<file path="config.mk">
export PLATFORM = sky130hd
export DESIGN_NAME = runway_scheduler
export DESIGN_NICKNAME = d
export VERILOG_FILES = /design/src/rtl/runway_scheduler.sv
export SDC_FILE = /design/constraint.sdc
export NUM_CORES = 1
export LEC_CHECK = 0
export ABC_AREA = 1
export CAP_MARGIN = 20
export CORE_MARGIN = 1.5
export CORE_UTILIZATION = 48
export DETAILED_ROUTE_END_ITERATION = 6
export GPL_TIMING_DRIVEN = 0
export HOLD_SLACK_MARGIN = 0.12
export PLACE_DENSITY = 0.94
export SLEW_MARGIN = 25
export SYNTH_ARGS = -nofsm -noshare
export SYNTH_HDL_FRONTEND = slang
export SYNTH_SLANG_ARGS = --single-unit
export TNS_END_PERCENT = 5
</file>
<file path="constraint.sdc">
create_clock -name clock -period 1.4 [get_ports clock]
set_input_delay 0.28 -clock clock [delete_from_list [all_inputs] [get_ports clock]]
set_output_delay 0.28 -clock clock [all_outputs]
set_load 0.05 [all_outputs]
</file>
<file path="src/rtl/runway_scheduler.sv">
// Runway scheduler: arbitrates takeoff/landing queues onto two runways, tracks ownership.
// Optional post-release separation counters enabled by defining RUNWAY_SEPARATION_EN.
module runway_scheduler #(
    parameter int unsigned ID_WIDTH   = 4,
    parameter int unsigned SEP_CYCLES = 16
) (
    input  logic                clock,
    input  logic                reset,
    input  logic                takeoff_empty,
    input  logic [ID_WIDTH-1:0] takeoff_id,
    output logic                takeoff_pop,
    input  logic                landing_empty,
    input  logic [ID_WIDTH-1:0] landing_id,
    output logic                landing_pop,
    input  logic                emergency,
    input  logic                release_valid,
    input  logic                release_runway,
    input  logic [ID_WIDTH-1:0] release_plane_id,
    output logic                grant_valid,
    input  logic                grant_ready,
    output logic [ID_WIDTH-1:0] grant_plane_id,
    output logic                grant_runway,
    output logic                grant_landing,
    output logic [1:0]          runway_active
);

    typedef enum logic [1:0] {
        ST_IDLE,
        ST_FETCH,
        ST_GRANT
    } state_t;

    state_t              state;
    state_t              state_next;
    logic                last_landing;
    logic                sel_landing;
    logic [ID_WIDTH-1:0] owner [2];
    logic [1:0]          free;
    logic [1:0]          rel_hit;
    logic [1:0]          set_mask;
    logic                pick_landing;
    logic                pick_takeoff;
    logic                fetch_rwy;
    logic [ID_WIDTH-1:0] fetch_id;

    if (SEP_CYCLES < 1) begin : g_sep_check
        $error("SEP_CYCLES must be at least 1");
    end

    for (genvar r = 0; r < 2; r++) begin : g_rel
        assign rel_hit[r] = release_valid && (release_runway == 1'(r)) &&
                            runway_active[r] && (owner[r] == release_plane_id);
    end

`ifdef RUNWAY_SEPARATION_EN
    localparam int unsigned SEP_W = $clog2(SEP_CYCLES + 1);

    logic [SEP_W-1:0] sep [2];

    for (genvar r = 0; r < 2; r++) begin : g_sep
        always_ff @(posedge clock) begin
            if (reset) begin
                sep[r] <= '0;
            end else if (rel_hit[r]) begin
                sep[r] <= SEP_W'(SEP_CYCLES);
            end else if (sep[r] != '0) begin
                sep[r] <= sep[r] - SEP_W'(1);
            end
        end
        assign free[r] = !runway_active[r] && (sep[r] == '0);
    end
`else
    assign free = ~runway_active;
`endif

    // Class choice; strict alternation only applies when both queues compete.
    always_comb begin
        pick_landing = 1'b0;
        pick_takeoff = 1'b0;
        if (|free) begin
            if (emergency) begin
                pick_landing = !landing_empty;
            end else if (!landing_empty && !takeoff_empty) begin
                pick_landing = !last_landing;
                pick_takeoff = last_landing;
            end else begin
                pick_landing = !landing_empty;
                pick_takeoff = !takeoff_empty;
            end
        end
    end

    always_comb begin
        state_next  = state;
        takeoff_pop = 1'b0;
        landing_pop = 1'b0;
        grant_valid = 1'b0;
        unique case (state)
            ST_IDLE: begin
                if (!reset && (pick_landing || pick_takeoff)) begin
                    takeoff_pop = pick_takeoff;
                    landing_pop = pick_landing;
                    state_next  = ST_FETCH;
                end
            end
            ST_FETCH: state_next = ST_GRANT;
            ST_GRANT: begin
                grant_valid = 1'b1;
                if (grant_ready) begin
                    state_next = ST_IDLE;
                end
            end
            default: state_next = ST_IDLE;
        endcase
    end

    assign fetch_rwy = !free[0];
    assign fetch_id  = sel_landing ? landing_id : takeoff_id;
    assign set_mask  = (state == ST_FETCH) ? (fetch_rwy ? 2'b10 : 2'b01) : 2'b00;

    always_ff @(posedge clock) begin
        if (reset) begin
            state <= ST_IDLE;
        end else begin
            state <= state_next;
        end
    end

    always_ff @(posedge clock) begin
        if (reset) begin
            last_landing   <= 1'b0;
            sel_landing    <= 1'b0;
            grant_plane_id <= '0;
            grant_runway   <= 1'b0;
            grant_landing  <= 1'b0;
            runway_active  <= '0;
            owner          <= '{default: '0};
        end else begin
            if (takeoff_pop || landing_pop) begin
                sel_landing <= landing_pop;
            end
            if (state == ST_FETCH) begin
                grant_plane_id   <= fetch_id;
                grant_runway     <= fetch_rwy;
                grant_landing    <= sel_landing;
                owner[fetch_rwy] <= fetch_id;
            end
            if (grant_valid && grant_ready) begin
                last_landing <= grant_landing;
            end
            // Released runway is never the one being locked: release needs it active.
            runway_active <= (runway_active & ~rel_hit) | set_mask;
        end
    end

endmodule
</file>
==> insert_results.sql <==
INSERT INTO impl_metrics (metric_group, metric, value, unit) VALUES
('timing', 'slew_viol_final', '0', ''),
('clock_network', 'clk_pin_slew_worst_paths', '0.12', 'ns'),
('clock_network', 'clkLatencyLatePin', '0.29', 'ns'),
('layout', 'area.growth.synth_to_final', '46.13', '%'),
('synth', 'synthTopCellsByCount', 'nand2_1, inv_1, dfxtp_1, nor2_1, a21oi_1', ''),
('synth', 'yosysWarningCount', '0', ''),
('place', 'finalWeightedCongestion', '0.7423', ''),
('timing', 'setup_viol', '2', ''),
('floorplanning', 'floorplan_die_area', '2338', 'um2'),
('worst_setup_path', 'first_element_of_the_critical_path', 'last_landing', ''),
('synth', 'syn_area', '987.2', 'um2'),
('timing', 'period_share', '106.8', '%'),
('clock_network', 'htree_num_levels', '1', ''),
('synth', 'synthDistinctLibCells', '19', ''),
('timing', 'timing.clock.skew', '0.005904', 'ns'),
('timing', 'unrepaired_setup_endpoints_after_global_routing', 'true', ''),
('clock_network', 'cts.root.buffer_cell', 'clkbuf_4', ''),
('clock_network', 'tritoncts_sinks', '20', ''),
('detailed_routing', 'remaining_drc_errors', '0', ''),
('power', 'pwr_density_cell', '953.0', 'nW/um2'),
('clock_network', 'tritoncts_clock_tree', 'built', ''),
('global_routing', 'antenna_found_initial', '0', ''),
('worst_setup_path', 'worstSetupPathType', 'reg -> out', ''),
('synth', 'syn_area_per_cell', '6.670', 'um2'),
('global_routing', 'global_route.overflow_total', '0', ''),
('synth', 'synth_seq_cells', '20', ''),
('timing', 'finalWorstPathRequiredPeriod', '1.495', 'ns'),
('global_routing', 'global_route_wire_length_before_repair', '4.257', 'mm'),
('floorplanning', 'initial_standard_cell_utilization_of_the_core', '50.84', '%'),
('detailed_routing', 'drt_first_pass_iters', '4', ''),
('floorplanning', 'floorplan.rows', '16', ''),
('place', 'io_buffer_count', '29', ''),
('power', 'peakVddDrop', '0.7404', 'mV'),
('global_routing', 'grt_max_degree', '12', ''),
('detailed_routing', 'wl', '2.440', 'mm'),
('synth', 'synth_async_sr_flop_share', '0', '%'),
('floorplanning', 'design.portCount', '31', ''),
('timing', 'final-hold-violation-count', '0', ''),
('synth', 'dominant_synthesized_flop_cell', 'dfxtp_1', ''),
('layout', 'finalInstanceArea', '1443', 'um2'),
('timing', 'tightest_slew', '0.3587', 'ns'),
('detailed_routing', 'drtAntennaViolNets', '0', ''),
('synth', 'synth.largest_area_cell', 'dfxtp_1', ''),
('worst_setup_path', 'crit_path_max_fanout', '3', ''),
('floorplanning', 'die-height', '48.35', 'um'),
('floorplanning', 'die_x', '48.35', 'um'),
('run_status', 'failing_checks', 'negative setup slack', ''),
('clock_network', 'cts_hold_buffers', '0', ''),
('place', 'place_area', '1316', 'um2'),
('place', 'final_hpwl_dp', '1.808', 'mm'),
('synth', 'netlist.area_leader.share', '40.56', '%'),
('clock_network', 'clock_path_buffers', '2', ''),
('timing', 'worst_slew_margin_rel', '75.84', '%'),
('synth', 'synthMostInstantiatedCell', 'nand2_1', ''),
('global_routing', 'via_count_of_the_first_global_routing_pass', '1055', ''),
('timing', 'fin_ws', '-0.09513', 'ns'),
('floorplanning', 'core_area', '1942', 'um2'),
('worst_setup_path', 'startpoint_type', 'flip-flop', ''),
('power', 'report.power.total', '1.375', 'mW'),
('job', 'maxCapViolCount', '0', ''),
('min_path', 'min_path_type', 'in -> reg', ''),
('worst_setup_path', 'crit-reg2reg-launch', 'state[1]', ''),
('run_status', 'status', 'finished with violations', ''),
('global_routing', 'globalRouteMet2Util', '43.98', '%'),
('detailed_routing', 'detailedRoute.firstIterationViolations', '14', ''),
('synth', 'yosysSeqAreaShare', '40.56', '%'),
('layout', 'antenna_diode_count', '0', ''),
('detailed_routing', 'routedWlPerCell', '11.51', 'um'),
('synth', 'synth_enable_flop_cells', '0', ''),
('global_routing', 'global_route_met3_utilization', '3.395', '%'),
('global_routing', 'globalRouteMet1Util', '25.84', '%');
where the power goes:
group / switching, mW / internal, mW / total (mW) / leakage [nW]
Sequential: 0.0312 / 0.608 / 0.640 / 0.167
Clock: 0.173 / 0.158 / 0.331 / 0.0210
Combinational: 0.242 / 0.161 / 0.404 / 0.467
Total: 0.447 / 0.928 / 1.37 / 0.655
kinds of logic after synthesis:
logic type	synth area share [%]
simple gates	29.53
compound gates	16.48
flops	40.56
buf+inv	12.55
xor+xnor	0.8874
state kept, by name, summed over array words and instances, names as in the netlist:
| name | count |
|---|---|
| grant_landing | 1 |
| grant_plane_id | 4 |
| grant_runway | 1 |
| last_landing | 1 |
| owner | 8 |
| runway_active | 2 |
| sel_landing | 1 |
| state | 2 |
worst max-delay path, stage by stage (launching register included):
cell	delay [ns]
dfxtp_4	0.38
o21ai_2	0.14
nor2_1	0.06
nand2_2	0.09
clkinvlp_4	0.09
buf_8	0.15
through the flow:
stage | util (%) | instances | worst slack [ns] | hold slack, ns | setup TNS [ns]
floorplan | - | 148 | 0.03805 | 0.4431 | 0
global placement | 67.78 | 204 | -0.8125 | 0.4583 | -2.155
detailed placement | 67.78 | 204 | -0.8745 | 0.4656 | -2.288
CTS | 72.94 | 211 | -0.08591 | 0.2865 | -0.1563
global route | 74.29 | 212 | -0.1620 | 0.2906 | -0.3187
finish | 74.29 | 212 | -0.09513 | 0.2893 | -0.1672
final cells by class:
| cell class | instances | area [um2] |
|---|---|---|
| Buffer | 4 | 28.78 |
| Clock buffer | 4 | 36.28 |
| Fill cell | 164 | 499.2 |
| Inverter | 25 | 98.84 |
| Multi-Input combinational cell | 99 | 494.2 |
| Sequential cell | 20 | 416.7 |
| Tap cell | 27 | 33.78 |
| Timing Repair Buffer | 33 | 334.1 |
repair_timing:
| item | 4_1_cts | 5_1_grt |
|---|---|---|
| setup endpoints to repair | 11 | 3 |
| hold endpoints to repair | 0 | 0 |
| setup buffers | 3 | 1 |
| pin swaps | 2 | 3 |
| gates resized for setup | 61 | 7 |
routing by layer:
metal,part of all wire (%),wire length [um],up-vias
met5,0,0,-
met4,1.0,25,0
met3,3.8,92,4
met2,53,1285,31
met1,42,1036,458
li1,-,-,530
placed cells by master, fill, tap and decap left out, drive strengths merged, types with 7 or more instances in the layout:
cell	count
buf	12
nor2	22
clkdlybuf4s50	15
clkdlybuf4s15	7
nand2	40
dfxtp	20
o21ai	16
inv	23
a21oi	15
path summary, 6_finish.rpt:
kind / endpoint / cells after the start / slack [ns]
setup reg to reg: owner[1] / 5 / 0.23
hold reg to reg: owner[2] / 2 / 0.48
setup / recovery: takeoff_pop / 5 / -0.1
hold / removal: owner[4] / 2 / 0.29
No activity file was read; power rests on OpenSTA's default activity.
